**src/rtl/aidc_lite_comp_drain.sv**
```systemverilog
// -----------------------------------------------------------------------------
// aidc_lite_comp_drain
//
// Read side of the compression block buffer. The engine fills a 16 x 64-bit
// buffer with one 128-byte source block. On comp_start_i this block reads the
// buffer back and hands it to the engine as 32-bit words, one word for each
// comp_rden_i pulse, at up to one word per cycle. This revision packs nothing:
// the words leave in buffer order, low half of each entry first.
//
// Two 64-bit holding registers (CUR, NXT) sit between the buffer read port and
// the word output. CUR supplies the current word. NXT takes the next entry as
// soon as it arrives, so one entry is always ready when CUR runs out.
//
// Optional build macro: AIDC_LITE_COMP_DRAIN_HDR_EN
//   When it is defined, the header word 32'hA1DC_0080 is sent before data word
//   0. The header can be read from the first PRIME cycle onward, and a block
//   then takes 33 reads. When it is undefined, a block takes 32 reads.
//
// Ports
//   clk           system clock
//   rst_n         asynchronous active-low reset
//   comp_start_i  one-cycle pulse: buffer holds a complete block, begin drain
//   comp_ready_o  1 = idle, a start will be accepted
//   comp_rden_i   engine consumes the current word this cycle
//   comp_rdata_o  current word, valid in the same cycle as comp_rden_i
//   buf_rden_o    buffer read enable
//   buf_raddr_o   buffer read address
//   buf_rdata_i   buffer read data, valid one cycle after buf_rden_o
//   err_o         sticky protocol-error flag, cleared only by reset
// -----------------------------------------------------------------------------
module aidc_lite_comp_drain #(
  parameter int BUF_DEPTH = 16,
  parameter int BUF_AW    = 4
) (
  input  logic              clk,
  input  logic              rst_n,
  input  logic              comp_start_i,
  output logic              comp_ready_o,
  input  logic              comp_rden_i,
  output logic [31:0]       comp_rdata_o,
  output logic              buf_rden_o,
  output logic [BUF_AW-1:0] buf_raddr_o,
  input  logic [63:0]       buf_rdata_i,
  output logic              err_o
);

`ifdef AIDC_LITE_COMP_DRAIN_HDR_EN
  localparam int WCNT_W = 6;
`else
  localparam int WCNT_W = 5;
`endif

  // The fetch address needs one extra bit so that "all entries fetched"
  // (faddr == BUF_DEPTH) can be told apart from address 0.
  localparam int                FA_W      = BUF_AW + 1;
  localparam logic [FA_W-1:0]   DEPTH_L   = FA_W'(BUF_DEPTH);
  localparam logic [FA_W-1:0]   FA_ONE    = FA_W'(1);
  localparam logic [WCNT_W-1:0] LAST_WCNT = WCNT_W'(2 * BUF_DEPTH - 1
`ifdef AIDC_LITE_COMP_DRAIN_HDR_EN
                                                    + 1
`endif
                                                    );
  localparam logic [31:0]       HDR_WORD  = 32'hA1DC_0080;

  typedef enum logic [1:0] {
    IDLE   = 2'd0,
    PRIME  = 2'd1,
    STREAM = 2'd2
  } state_t;

  state_t              state_q, state_d;

  logic [63:0]         cur_q, nxt_q;
  logic                cur_vld_q, nxt_vld_q;
  logic [WCNT_W-1:0]   wcnt_q;
  logic [FA_W-1:0]     faddr_q;
  logic                buf_rden_p0;
  logic [BUF_AW-1:0]   buf_raddr_p0;
  logic                fetch_vld_p1;
  logic [31:0]         hold_q;
  logic                err_q;

  logic                hdr_phase;
  logic                hi_half;
  logic                word_avail;
  logic [31:0]         word_out;
  logic                rd_ok, rd_bad, rd_entry_done, rd_last;
  logic                start_ok, start_bad;
  logic                prime_second, fetch_more, fetch_go;

  function automatic logic [31:0] sel_half(input logic [63:0] entry,
                                           input logic        hi);
    sel_half = hi ? entry[63:32] : entry[31:0];
  endfunction

  // Word decode: which word is current, and whether one can be read now.
`ifdef AIDC_LITE_COMP_DRAIN_HDR_EN
  // wcnt 0 is the header, so data words are shifted up by one and an odd
  // wcnt selects a low half.
  assign hdr_phase = (wcnt_q == '0) && (state_q != IDLE);
  assign hi_half   = ~wcnt_q[0];
`else
  assign hdr_phase = 1'b0;
  assign hi_half   = wcnt_q[0];
`endif

  assign word_avail = hdr_phase || ((state_q == STREAM) && cur_vld_q);
  assign word_out   = hdr_phase ? HDR_WORD : sel_half(cur_q, hi_half);

  // While no word can be read, the output keeps the last word consumed. After
  // a drain this is the final word of the block, and after reset it is zero.
  assign comp_rdata_o = word_avail ? word_out : hold_q;
  assign comp_ready_o = (state_q == IDLE);
  assign buf_rden_o   = buf_rden_p0;
  assign buf_raddr_o  = buf_raddr_p0;
  assign err_o        = err_q;

  assign rd_ok         = comp_rden_i && word_avail;
  assign rd_bad        = comp_rden_i && !word_avail;
  assign rd_entry_done = rd_ok && !hdr_phase && hi_half;
  assign rd_last       = rd_ok && (wcnt_q == LAST_WCNT);

  assign start_ok  = comp_start_i && (state_q == IDLE);
  assign start_bad = comp_start_i && (state_q != IDLE);

  // PRIME reads two entries back to back so that CUR and NXT both fill. After
  // that, each finished entry frees one slot and triggers one more fetch, until
  // all BUF_DEPTH entries have been read.
  assign prime_second = (state_q == PRIME) && (faddr_q == FA_ONE);
  assign fetch_more   = rd_entry_done && !rd_last && (faddr_q < DEPTH_L);
  assign fetch_go     = prime_second || fetch_more;

  // State register.
  always_ff @(posedge clk or negedge rst_n) begin
    if (!rst_n) begin
      state_q <= IDLE;
    end else begin
      state_q <= state_d;
    end
  end

  always_comb begin
    state_d = state_q;
    unique case (state_q)
      IDLE:    if (start_ok)     state_d = PRIME;
      // Entry 0 lands in CUR on this edge, so the first word is valid in the
      // first STREAM cycle.
      PRIME:   if (fetch_vld_p1) state_d = PRIME == PRIME ? STREAM : STREAM;
      STREAM:  if (rd_last)      state_d = IDLE;
      default:                   state_d = IDLE;
    endcase
  end

  // Stage p0: buffer read request. Stage p1: the read data arrives from the
  // buffer and goes into CUR or NXT.
  always_ff @(posedge clk or negedge rst_n) begin
    if (!rst_n) begin
      cur_q        <= '0;
      nxt_q        <= '0;
      cur_vld_q    <= 1'b0;
      nxt_vld_q    <= 1'b0;
      wcnt_q       <= '0;
      faddr_q      <= '0;
      buf_rden_p0  <= 1'b0;
      buf_raddr_p0 <= '0;
      fetch_vld_p1 <= 1'b0;
      hold_q       <= '0;
      err_q        <= 1'b0;
    end else begin
      fetch_vld_p1 <= buf_rden_p0;
      buf_rden_p0  <= 1'b0;

      if (rd_bad || start_bad) err_q <= 1'b1;
      if (rd_ok)               hold_q <= word_out;

      if (start_ok) begin
        buf_rden_p0  <= 1'b1;
        buf_raddr_p0 <= '0;
        faddr_q      <= FA_ONE;
        wcnt_q       <= '0;
        cur_vld_q    <= 1'b0;
        nxt_vld_q    <= 1'b0;
      end else begin
        if (fetch_go) begin
          buf_rden_p0  <= 1'b1;
          buf_raddr_p0 <= faddr_q[BUF_AW-1:0];
          faddr_q      <= faddr_q + 1'b1;
        end

        if (rd_ok) wcnt_q <= rd_last ? '0 : wcnt_q + 1'b1;

        if (rd_last) begin
          cur_vld_q <= 1'b0;
          nxt_vld_q <= 1'b0;
        end else if (rd_entry_done) begin
          // CUR is used up. Refill it from NXT if NXT holds an entry. If not,
          // take the entry arriving this cycle so that no bubble appears.
          if (nxt_vld_q) begin
            cur_q     <= nxt_q;
            cur_vld_q <= 1'b1;
            nxt_vld_q <= fetch_vld_p1;
            if (fetch_vld_p1) nxt_q <= buf_rdata_i;
          end else if (fetch_vld_p1) begin
            cur_q     <= buf_rdata_i;
            cur_vld_q <= 1'b1;
          end else begin
            cur_vld_q <= 1'b0;
          end
        end else if (fetch_vld_p1) begin
          if (cur_vld_q) begin
            nxt_q     <= buf_rdata_i;
            nxt_vld_q <= 1'b1;
          end else begin
            cur_q     <= buf_rdata_i;
            cur_vld_q <= 1'b1;
          end
        end
      end
    end
  end

endmodule

```
**config.mk**
```make
export PLATFORM = sky130hd
export DESIGN_NAME = aidc_lite_comp_drain
export DESIGN_NICKNAME = d
export VERILOG_FILES = /design/src/rtl/aidc_lite_comp_drain.sv
export SDC_FILE = /design/constraint.sdc
export NUM_CORES = 1
export LEC_CHECK = 0
export CORE_ASPECT_RATIO = 2
export CORE_MARGIN = 1
export CORE_UTILIZATION = 50
export CTS_CLUSTER_SIZE = 8
export DETAILED_ROUTE_END_ITERATION = 6
export HOLD_SLACK_MARGIN = 0.03
export PLACE_DENSITY = 0.83
export REMOVE_ABC_BUFFERS = 1
export SETUP_SLACK_MARGIN = 0.05
export SLEW_MARGIN = 20
export SYNTH_ARGS = -nofsm -noshare
export SYNTH_HDL_FRONTEND = slang
export SYNTH_SLANG_ARGS = --single-unit
```
**constraint.sdc**
```tcl
create_clock -name clk -period 8 [get_ports clk]
set_input_delay 1.6 -clock clk [delete_from_list [all_inputs] [get_ports clk]]
set_output_delay 1.6 -clock clk [all_outputs]
set_load 0.01 [all_outputs]
```
== Word level (Yosys, flattened, before mapping) ==
Cells that the tools add are included.
Storage, ports and cells
  bits in latches: 0
  logic and storage cells: 89
  input bits: 68
  memory bits (read-only): 0
  register bits: 181
  memory bits (writable): 0
  memories: 0
  output and inout port bits: 39
Operators by class
  divide/modulo/power cells: 0
  equality and inequality tests: 9
  reductions and logical operators: 27
  add/sub/neg operators: 2
  shift-type cells: 0
  bitwise gates (word level): 2
  order comparisons: 1
  muxes and demuxes: 36
  multiply operators: 0
Operator list (count)
  2-to-1 mux 64 bit: 9
  2-to-1 mux 32 bit: 2
  2-to-1 mux 5 bit: 5
  2-to-1 mux 1 bit: 14
  nonzero test 2 bit: 6
  adder 5 x 1 -> 5 bit, second input constant: 2
  logical AND 1 bit: 10
  AND reduction 5 bit: 2
  2-to-1 mux 4 bit: 2
  nonzero test 4 bit: 2
  2-to-1 mux 2 bit: 3
  inequality test 2 bit, second input constant: 3
  case mux 2 bit (3 select lines): 1
  equality test 5 x 1 -> 1 bit, second input constant: 1
  equality test 5 bit, second input constant: 1
  less-than comparator 5 bit, second input constant: 1
  inequality test 2 x 1 -> 1 bit, second input constant: 2
  AND reduction 3 bit: 1
  equality test 2 x 1 -> 1 bit, second input constant: 1
  equality test 2 bit, second input constant: 1
  zero test 1 bit: 2
  zero test 2 bit: 1
  logical OR 1 bit: 2
  NOT 1 bit: 2
  AND reduction 2 bit: 1

== Longest topological paths before layout ==
Gate-level depths: netlist of run 1.
  word-level depth: 10
  depth in mapped cells: 11
  gate-level depth less buffers: 7

== Worst setup path before layout of run 1 ==
OpenSTA, ideal clock, no wires.
  path kind: reg2out
  start point: register wcnt_q[0]
  end point: output comp_rdata_o[10]
  required time: 6400 ps
  cell stages (with the launch flop): 5
  path buffers: 2
  path slack: 4845 ps
  arrival: 1555 ps
  cells stage by stage: dfrtp_1 buf_2 buf_1 mux2i_1 o21ai_0
On the way
  cells in the longest elaborated chain, start to end: 2
RTL lines
  start, declared: RTL line 75  | logic [WCNT_W-1:0] wcnt_q;
  start signal, assigned: RTL line 190  | if (rd_ok) wcnt_q <= rd_last ? '0 : wcnt_q + 1'b1;
  2-to-1 mux 32 bit: RTL line 93  | sel_half = hi ? entry[63:32] : entry[31:0];
  2-to-1 mux 32 bit: RTL line 112  | assign comp_rdata_o = word_avail ? word_out : hold_q;
  end, declared: RTL line 40  | output logic [31:0] comp_rdata_o,
Every way passes these cells.

== Final worst setup path of run 1 ==
  start point: register state_q[1]
  end point: output comp_rdata_o[22]
On the way
  cells in the longest elaborated chain, start to end: 3
RTL lines
  start, declared: RTL line 71  | state_t state_q, state_d;
  start signal, assigned: RTL line 138  | state_q <= state_d;
  equality test 2 bit: RTL line 107  | assign word_avail = hdr_phase || ((state_q == STREAM) && cur_vld_q);
  logical AND 1 bit: RTL line 107
  2-to-1 mux 32 bit: RTL line 112
Every way passes these cells.

==> results of run 1 <==
-- cells by family (layout without fill, tap and decap cells) --
kind of cell,Yosys count,after routing
xor gates and xnor gates,1,1
muxes,131,131
adders and majority gates,4,4
AOI/OAI and AO/OA,189,189
DFF,181,181
buffers and inverters,111,197
and+or+nand+nor,165,165
-- synthesized netlist by cell type (3+ instances only) --
library cell,n
sky130_fd_sc_hd__and3_1,3
sky130_fd_sc_hd__nand3_1,8
sky130_fd_sc_hd__o21ai_0,72
sky130_fd_sc_hd__buf_1,4
sky130_fd_sc_hd__a21oi_1,61
sky130_fd_sc_hd__nor2_1,11
sky130_fd_sc_hd__clkbuf_1,33
sky130_fd_sc_hd__buf_2,15
sky130_fd_sc_hd__inv_1,50
sky130_fd_sc_hd__a32oi_1,7
sky130_fd_sc_hd__mux2_4,9
sky130_fd_sc_hd__ha_1,4
sky130_fd_sc_hd__mux2i_1,33
sky130_fd_sc_hd__buf_6,8
sky130_fd_sc_hd__nor2b_1,3
sky130_fd_sc_hd__a32oi_2,40
sky130_fd_sc_hd__nand2_1,122
sky130_fd_sc_hd__mux2_2,89
sky130_fd_sc_hd__dfrtp_1,181
-- state kept, by name (all words and copies together) (netlist names) --
name,count
err_o,1
nxt_vld_q,1
hold_q,32
cur_q,64
buf_rden_o,1
state_q,2
wcnt_q,5
cur_vld_q,1
buf_raddr_o,4
nxt_q,64
faddr_q,5
fetch_vld_p1,1
-- per-layer routing --
layer / vias to the layer above / wire [um] / share of wire [%] / GRT usage (%)
li1: 2882 / - / - / -
met1: 3245 / 7980 / 39 / 28.4
met2: 178 / 10900 / 54 / 40.8
met3: 41 / 720 / 3.5 / 3.45
met4: 0 / 778 / 3.8 / 12.6
met5: - / 0 / 0 / 0
-- worst max-delay path, stage by stage, from the launching register on --
cell and delay [ns]:
sky130_fd_sc_hd__dfrtp_1 0.55, sky130_fd_sc_hd__nor2b_1 0.24, sky130_fd_sc_hd__nand2_2 0.27, sky130_fd_sc_hd__buf_4 0.38, sky130_fd_sc_hd__o21ai_0 0.51, sky130_fd_sc_hd__clkdlybuf4s50_1 0.64
-- worst paths after layout --
path | endpoint | slack (ns) | cells past startpoint
min | fetch_vld_p1$_DFF_PN0_ | 0.38 | 0
max in group asynchronous | wcnt_q[0]$_DFFE_PN0P_ | 5.39 | 2
min reg2reg | fetch_vld_p1$_DFF_PN0_ | 0.38 | 0
min in group asynchronous | nxt_q[36]$_DFFE_PN0P_ | 1.27 | 1
max reg2reg | cur_q[20]$_DFFE_PN0P_ | 3.76 | 9
max | comp_rdata_o[22] | 3.35 | 5
-- per-stage QoR --
stage                     total power (W)  worst slack [ns]
after detailed placement          0.00325              3.11
after CTS                         0.00418              3.37
after global placement            0.00317              3.14
after floorplan                   0.00267              1.72
after global routing              0.00440              3.23
final                             0.00416              3.35
-- power by group through the flow --
stage | registers (W) | logic (W) | clock network (W)
floorplan | 0.00156 | 0.00111 | 0
global placement | 0.00158 | 0.00159 | 0
detailed placement | 0.00161 | 0.00165 | 0
CTS | 0.00160 | 0.00167 | 0.000910
global route | 0.00166 | 0.00180 | 0.000942
finish | 0.00161 | 0.00166 | 0.000899
-- area by class of cell --
class	instances	area, um2	area share (%)
flip-flops and latches	181	4530	43.2
clock buffers	19	433	4.13
well taps	210	263	2.51
multi-input cells	490	3740	35.7
clock inverters	13	194	1.85
repair buffers	115	1130	10.8
inverters	50	188	1.79
==> results.md, run 1 <==
* Max-slew headroom at the worst pin at 26.2%
* Leading cell types in the layout, fill and taps excluded: 180 x sky130_fd_sc_hd__dfrtp_1, 121 x sky130_fd_sc_hd__nand2_1, 105 x sky130_fd_sc_hd__clkdlybuf4s50_1
* Number of warning messages in the yosys log at 0
* Fraction of final layout cells sized beyond drive strength 1 at 21.5%
* Number of synthesized flops with an enable pin at 0
* Sequential cell fraction of total power at 38.6%
* Class of the worst hold path: reg2reg
* Post-synthesis instance total at 782
* # resized after CTS at 0
* Final net count at 927
* Maximum vdd ir drop at 0.181 mV
* Commonest register cell after synthesis: sky130_fd_sc_hd__dfrtp_1
* Transition time at the pin with the least slew margin at 1.11 ns
* Hold-fix buffers at CTS at 0
* End-of-flow core utilization at 61.0%
* Start-to-end type of the worst setup path: reg2out
* Quantity of I/O buffers inserted on ports at 106
* Critical-path maximum fanout at 44
* Setup repair after global routing missed its margin: false
* Final number of max-transition violations at 0
* Proportion of register bits with asynchronous set or reset after synthesis at 100%
* Mean number of vias per cell at 5.89
* Routed Antenna Nets at 0
* Max Clk Rate at 215 MHz
* Compound-cell area share of the yosys netlist at 16.6%
* Worst path required time at 6.40 ns
* Clock network fraction of design power at 21.6%
* # placed instances at 1046
* Floorplan core area at 17200 um2
* Remaining DRCs at 0
* Standard-cell row count at 68
* Post-route fraction of the period consumed by the critical path at 58.1%
* Area fraction of the dominant cell type after synthesis at 51.9%
* Clock slew at the register clock pins of the worst setup and hold paths at 0.08 ns
* Initial antenna violation count at 0
* Portion of netlist area occupied by mux cells at 16.8%
* Average size of a mapped cell at 11.2 um2
* Clock network latency to the later pin of the worst-skew pair at 0.44 ns
* Count of vias placed by the detailed router at 6346
* H-tree levels at 4
* Cell area reported after detailed placement at 9850 um2
* Number of flip-flops and latches in the synthesized netlist at 181
* Final critical path time including I/O delays and setup at 4.65 ns
* Dominant combinational cell family by area after synthesis: multiplexers
* Synthesized area at 8730 um2
* Starting density of the core at 50.8%
* Count of different cell masters after synthesis at 43
* Arrival time reported for the critical path endpoint at 3.05 ns
* Area growth from synthesis to layout at 20.1%
* Total internal power at 0.00270 W
* Post-CTS setup buffers at 0
* Post-synthesis adder-cell area fraction at 0.573%
* Number of global-route vias before repair at 6587
* Most common cell after layout, fill and taps aside: sky130_fd_sc_hd__dfrtp_1
* Critical Path Source: state_q[1]$_DFFE_PN0P_
* Leading cell types by total area after synthesis: sky130_fd_sc_hd__dfrtp_1 52%, sky130_fd_sc_hd__mux2_2 11%, sky130_fd_sc_hd__a32oi_2 7.5%, sky130_fd_sc_hd__nand2_1 5.2%, sky130_fd_sc_hd__o21ai_0 4.1%
* X dimension of the die at 95.4 um
* TritonCTS clock tree: done
* Sinks on Clock Net at 181
* Reported leakage power at 4.60 nW
* Reg-to-reg critical path startpoint: wcnt_q[0]$_DFFE_PN0P_
* Sum of negative setup slack at 0 ns
* Leading area contributor after synthesis: sky130_fd_sc_hd__dfrtp_1
* Tot GR Track Use at 23.9%
* TritonCTS Buffers at 17
* Final-report setup violation count at 0
* Violation count after the first detailed-route iteration at 404
* Die ar. at 18000 um2
* Max clock buf depth at 2
* Count of pins on the block boundary at 107
* Endpoint type of the worst setup path: output port
* First-pass iteration count of the detailed router at 7
* Number of inserted filler cells in the final layout at 1366
* CTS root buffer: sky130_fd_sc_hd__clkbuf_16
* Post-synthesis share of cell area spent on xor and xnor gates at 0.100%
* Number of failing hold endpoints at the final stage at 0
* Final Non-Filler Cells at 1078
* Wire length of the first global-routing pass at 33.0 mm
* Synth Area in Simple Gates at 8.30%
* Post-detailed-route wirelength per cell at 18.9 um
* Nature of the critical path startpoint: register
* Switching power of the nets at 0.00147 W
* Worst hold slack at 0.380 ns
* Sequential share of the synthesized area at 51.9%
* Placed wire-length estimate at 12.3 mm
* Switch share at 35.2%
* Origin of the worst min-delay path: buf_rden_o$_DFF_PN0_
* Power density over the cells at 397 nW/um2
* Overflow after GRT at 0
* Routability congestion estimate from global placement at 0.789
* Routed WL at 20.4 mm
* Final worst clock skew at 0.0139 ns
* Status: finished clean
* Fin area at 10500 um2
* Total of max-cap violations at 0
* Antenna diode count at 0
* Largest net degree at the start of global routing at 103
* Height of the chip at 189 um
* Combinational fraction of design power at 39.8%
Note: power is estimated with default switching activity, not from simulation.
==> run 2: changes to the inputs <==
- clock period: 8 -> 4.75 ns (I/O delays scaled with it)
==> run 2 against run 1 <==
Compared with the run above:
- register-to-register slack lost 2.1 ns
- first-iteration DRC count shrank 11%
- wire length shrank 2.4%
- critical path depth is the same
- sequential power grew 67%
- hold slack gained 0.0042 ns
- flip-flop and latch count is the same
- clock skew shrank 0.00083 ns
- critical endpoint is now comp_rdata_o[3]
- largest cell class unchanged
- largest power group unchanged
==> results.md, run 2 (synthesized netlist as in run 1, its figures left out) <==
* First-pass iteration count of the detailed router at 6
* Largest net degree at the start of global routing at 109
* Total of max-cap violations at 0
* R2r setup slk at 1.64 ns
* Cell count of the worst hold path at 0
* Cell Chain, Critical Path: nor2b_1 -> nand2_2 -> buf_4 -> o21ai_0 -> clkdlybuf4s50_1
* Worst path required time at 3.80 ns
* Count of vias placed by the detailed router at 6230
* Switch share at 35.5%
* Max Clk Rate at 266 MHz
* Standard-cell row count at 68
* Routability congestion estimate from global placement at 0.785
* Number of failing hold endpoints at the final stage at 0
* TritonCTS Buffers at 17
* Violation count after the first detailed-route iteration at 358
* Final Non-Filler Cells at 1084
* Worst hold slack at 0.384 ns
* Final-report setup violation count at 0
* Class of the worst hold path: reg2reg
* PnR worst setup slack at 0.991 ns
* Number of global-route vias before repair at 6503
* # placed instances at 1051
* Clock slew at the register clock pins of the worst setup and hold paths at 0.07 ns
* Quantity of I/O buffers inserted on ports at 106
* Total internal power at 0.00444 W
* Remaining DRCs at 0
* Die ar. at 18000 um2
* Buffers plus inverters on the worst setup path at 2
* Max-slew headroom at the worst pin at 38.8%
* Post-route fraction of the period consumed by the critical path at 79.1%
* Crit-path max cell delay at 0.60 ns
* Fin area at 10500 um2
* Mean number of vias per cell at 5.75
* Final critical path time including I/O delays and setup at 3.76 ns
* Overflow after GRT at 0
* TritonCTS clock tree: done
* # resized after CTS at 0
* Starting density of the core at 50.8%
* Reported leakage power at 4.61 nW
* Sum of negative setup slack at 0 ns
* CTS root buffer: sky130_fd_sc_hd__clkbuf_16
* Placed wire-length estimate at 12.3 mm
* Leading cell types in the layout, fill and taps excluded: 180 x sky130_fd_sc_hd__dfrtp_1, 121 x sky130_fd_sc_hd__nand2_1, 105 x sky130_fd_sc_hd__clkdlybuf4s50_1
* Arrival time reported for the critical path endpoint at 2.81 ns
* Clock network latency to the later pin of the worst-skew pair at 0.44 ns
* X dimension of the die at 95.4 um
* Post-CTS setup buffers at 0
* Hold-fix buffers at CTS at 0
* Critical-path maximum fanout at 24
* Registers with the highest flip-flop counts: cur_q x64, nxt_q x64, hold_q x32
* Fraction of final layout cells sized beyond drive strength 1 at 22.2%
* R2R depth at 8
* Critical-path cell with the highest stage delay: sky130_fd_sc_hd__clkdlybuf4s50_1
* Clock network fraction of design power at 20.0%
* Final net count at 932
* Transition time at the pin with the least slew margin at 0.918 ns
* Routed WL at 19.9 mm
* Start-to-end type of the worst setup path: reg2out
* Height of the chip at 189 um
* Power density over the cells at 655 nW/um2
* Endpoint type of the worst setup path: output port
* Routed Antenna Nets at 0
* Sink of the worst hold path: fetch_vld_p1$_DFF_PN0_
* Reg-to-reg critical path startpoint: wcnt_q[1]$_DFFE_PN0P_
* Max clock buf depth at 2
* Worst slack after detailed placement at 1.16 ns
* Nature of the critical path startpoint: register
* Switching power of the nets at 0.00244 W
* Capture instance of the worst register-to-register path: cur_q[18]$_DFFE_PN0P_
* Cell area reported after detailed placement at 9940 um2
* Wire length of the first global-routing pass at 32.5 mm
* Maximum vdd ir drop at 0.341 mV
* H-tree levels at 4
* Initial antenna violation count at 1
* Combinational fraction of design power at 40.9%
* Post-detailed-route wirelength per cell at 18.4 um
* Final worst clock skew at 0.0131 ns
* Count of pins on the block boundary at 107
* Most common cell after layout, fill and taps aside: sky130_fd_sc_hd__dfrtp_1
* Floorplan core area at 17200 um2
* Tot GR Track Use at 23.7%
* Sinks on Clock Net at 181
* Cell type group with the largest total delay on the critical path: buffers and inverters
* Final number of max-transition violations at 0
* Origin of the worst min-delay path: buf_rden_o$_DFF_PN0_
* Status: finished clean
* Area growth from synthesis to layout at 20.5%
* Setup repair after global routing missed its margin: false
* Sequential cell fraction of total power at 39.1%
## run 2: changes by cell type in the layout (fill, tap and decap cells not counted), sizes merged
cell | before | now
diode | 0 | 1
clkinvlp | 1 | 3
buf | 10 | 14
clkbuf | 19 | 20
clkinv | 4 | 5
bufinv | 4 | 1
## run 2: worst register-to-register path: cells and delay by family, from the launching register on
family | cells | cell delay, ns
DFF | 1 | 0.38
AOI/OAI and AO/OA | 2 | 1.14
buffers and inverters | 1 | 0.30
and+or+nand+nor | 2 | 0.31
muxes | 1 | 0.34
adders and majority gates | 2 | 0.52
## run 2: worst max-delay path by stage
stage	cells past startpoint	startpoint	to	slack (ns)
floorplan	4	wcnt_q[0]$_DFFE_PN0P_	cur_q[10]$_DFFE_PN0P_	-1.39
global placement	7	comp_rden_i	cur_q[18]$_DFFE_PN0P_	1.16
detailed placement	7	comp_rden_i	cur_q[18]$_DFFE_PN0P_	1.16
CTS	5	state_q[1]$_DFFE_PN0P_	comp_rdata_o[3]	0.99
global route	5	state_q[1]$_DFFE_PN0P_	comp_rdata_o[3]	0.81
finish	5	state_q[1]$_DFFE_PN0P_	comp_rdata_o[3]	0.99
## run 2: through the flow
stage	power (W)	utilization, %
2_1_floorplan	0.00450	-
3_3_place_gp	0.00539	57.8
3_5_place_dp	0.00552	57.8
4_1_cts	0.00692	61.1
5_1_grt	0.00732	61.2
6_report	0.00688	61.2
## run 2: power groups by stage
stage,registers [W],clock network (W),logic (W)
after CTS,0.00269,0.00139,0.00284
after detailed placement,0.00270,0,0.00282
after global placement,0.00266,0,0.00273
after floorplan,0.00263,0,0.00187
final,0.00269,0.00138,0.00281
after global routing,0.00278,0.00146,0.00308
## run 2: per-layer routing
layer / share of wire, % / wire, um / GRT usage (%)
met5: 0 / 0 / 0
met4: 3.7 / 733 / 11.9
met3: 3.5 / 697 / 4.58
met2: 52 / 10400 / 40.5
met1: 40 / 8050 / 27.8
## run 2: cell type report
type                    instances  area (um2)
multi-input cells             490        3740
clock buffers                  19         453
well taps                     210         263
clock inverters                13         120
diodes                          1        2.50
flip-flops and latches        181        4530
repair buffers                120        1220
fillers                      1350        6670
inverters                      50         188
==> run 3: changes to the inputs <==
- PLACE_DENSITY: 0.83 -> 0.86
- clock period: 4.75 -> 3.4 ns (I/O delays scaled with it)
==> run 3 against run 2 <==
Compared with the run above:
- first-iteration DRC count increased by 7.8%
- sequential power grew 41%
- combinational power rose by 44%
- global-route usage is 0.60 points higher
- register-to-register slack got worse by 0.76 ns
- highest routed layer unchanged
==> results.md, run 3 (synthesized netlist as in run 1, its figures left out) <==
* Clock network fraction of design power at 20.3%
* Fraction of final layout cells sized beyond drive strength 1 at 22.8%
* Transition time at the pin with the least slew margin at 0.843 ns
* Violation count after the first detailed-route iteration at 386
* Sequential cell fraction of total power at 38.6%
* H-tree levels at 4
* Start-to-end type of the worst setup path: reg2out
* Wire length of the first global-routing pass at 33.4 mm
* Power density over the cells at 923 nW/um2
* Final critical path time including I/O delays and setup at 3.21 ns
* Routed WL at 20.4 mm
* Number of global-route vias before repair at 6636
* Max Clk Rate at 312 MHz
* Sinks on Clock Net at 181
* Most common cell after layout, fill and taps aside: sky130_fd_sc_hd__dfrtp_1
* Final worst clock skew at 0.00914 ns
* R2R depth at 9
* Maximum vdd ir drop at 0.424 mV
* TritonCTS Buffers at 17
* Standard-cell row count at 68
* Total of max-cap violations at 0
* Tot GR Track Use at 24.3%
* Sum of negative setup slack at 0 ns
* Class of the worst hold path: in2async
* Largest net degree at the start of global routing at 90
* TritonCTS clock tree: done
* Reg-to-reg critical path startpoint: wcnt_q[0]$_DFFE_PN0P_
* Setup repair after global routing missed its margin: false
* Reported leakage power at 4.68 nW
* Met1 global-route usage at 28.6%
* Leading cell types in the layout, fill and taps excluded: 179 x sky130_fd_sc_hd__dfrtp_1, 121 x sky130_fd_sc_hd__nand2_1, 105 x sky130_fd_sc_hd__clkdlybuf4s50_1
* Overflow after GRT at 0
* Antenna diode count at 0
* Number of failing hold endpoints at the final stage at 0
* Final net count at 937
* Final-report setup violation count at 0
* # placed instances at 1056
* Most crowded layer after global routing: met2
* Height of the chip at 189 um
* Routed Antenna Nets at 0
* X dimension of the die at 95.4 um
* Nature of the critical path startpoint: register
* Remaining DRCs at 0
* Starting density of the core at 50.8%
* Registers with the highest flip-flop counts: cur_q x64, nxt_q x64, hold_q x32
* Register area at 4530 um2
* Clock network latency to the later pin of the worst-skew pair at 0.43 ns
* Routability congestion estimate from global placement at 0.788
* Count of vias placed by the detailed router at 6346
* Clock slew at the register clock pins of the worst setup and hold paths at 0.07 ns
* Met2 routing resource usage after global routing at 40.4%
* Initial antenna violation count at 0
* Max-slew headroom at the worst pin at 43.8%
* Number of inserted filler cells in the final layout at 1319
* Post-detailed-route wirelength per cell at 18.8 um
* Quantity of I/O buffers inserted on ports at 106
* Floorplan core area at 17200 um2
* Final Non-Filler Cells at 1088
* Final number of max-transition violations at 0
* Area occupied by multi-input gates at 3740 um2
* Critical-path maximum fanout at 27
* Mean number of vias per cell at 5.83
* Total internal power at 0.00635 W
* Arrival time reported for the critical path endpoint at 2.53 ns
* Combinational fraction of design power at 41.1%
* Switch share at 35.4%
* Switching power of the nets at 0.00348 W
* Die ar. at 18000 um2
* Status: finished clean
* Max clock buf depth at 2
* Worst path required time at 2.72 ns
* Count of pins on the block boundary at 107
* Area growth from synthesis to layout at 22.1%
* First-pass iteration count of the detailed router at 6
* Critical Path Source: state_q[0]$_DFFE_PN0P_
* Met3 Use GR at 4.26%
* R2r setup slk at 0.88 ns
* Endpoint type of the worst setup path: output port
* Placed wire-length estimate at 13.0 mm
* CTS root buffer: sky130_fd_sc_hd__clkbuf_16
* Capture instance of the worst register-to-register path: nxt_q[53]$_DFFE_PN0P_
* Post-route fraction of the period consumed by the critical path at 94.4%
-- run 3: critical path, stage by stage (launching register included) --
cell and delay (ns):
sky130_fd_sc_hd__dfrtp_1 0.48, sky130_fd_sc_hd__nor2b_1 0.27, sky130_fd_sc_hd__nand2_4 0.23, sky130_fd_sc_hd__buf_4 0.26, sky130_fd_sc_hd__o21ai_0 0.26, sky130_fd_sc_hd__clkdlybuf4s50_1 0.59
-- run 3: stage by stage --
| stage | total power [W] | util [%] | setup slack (ns) | hold slack, ns | cell area [um2] |
|---|---|---|---|---|---|
| 6_report | 0.00983 | 62.0 | 0.191 | 0.328 | 10700 |
| 5_1_grt | 0.0104 | 62.0 | 0.0621 | 0.369 | 10700 |
| 4_1_cts | 0.00988 | 62.0 | 0.110 | 0.357 | 10700 |
| 3_5_place_dp | 0.00782 | 58.5 | 0.492 | 0.376 | 10000 |
| 3_3_place_gp | 0.00761 | 58.5 | 0.522 | 0.368 | 10000 |
| 2_1_floorplan | 0.00628 | - | -2.74 | 0.384 | 8420 |
-- run 3: power groups by stage --
stage,Clock [W],Sequential (W),Combinational (W)
after floorplan,0,0.00367,0.00261
after global placement,0,0.00373,0.00388
after detailed placement,0,0.00379,0.00403
after CTS,0.00202,0.00378,0.00407
after global routing,0.00210,0.00391,0.00441
final,0.00199,0.00380,0.00405
-- run 3: repair_timing --
action                                  in CTS  in global routing
buffers inserted                             0                  0
gates resized for setup                      1                  1
endpoints found under the setup margin       5                  7
hold buffers                                 0                  0
-- run 3: worst max-delay path by stage --
stage,end,slack (ns),depth (start not counted)
6_report,comp_rdata_o[29],0.19,5
5_1_grt,comp_rdata_o[25],0.06,5
4_1_cts,comp_rdata_o[29],0.11,5
3_5_place_dp,cur_q[38]$_DFFE_PN0P_,0.49,7
3_3_place_gp,comp_rdata_o[29],0.52,5
2_1_floorplan,cur_q[10]$_DFFE_PN0P_,-2.74,4
-- run 3: area by class of cell --
cell class,count,area share [%]
Sequential cell,181,42.5
Tap cell,210,2.47
Multi-Input combinational cell,490,35.1
Clock inverter,13,1.37
Clock buffer,19,4.25
Timing Repair Buffer,125,12.5
Inverter,50,1.76
-- run 3: metal layers --
metal  vias to the layer above  routed length (um)
met1                      3218                7760
met3                        62                 770
met5                         -                   0
met2                       173               10800
li1                       2893                   -
met4                         0                1090
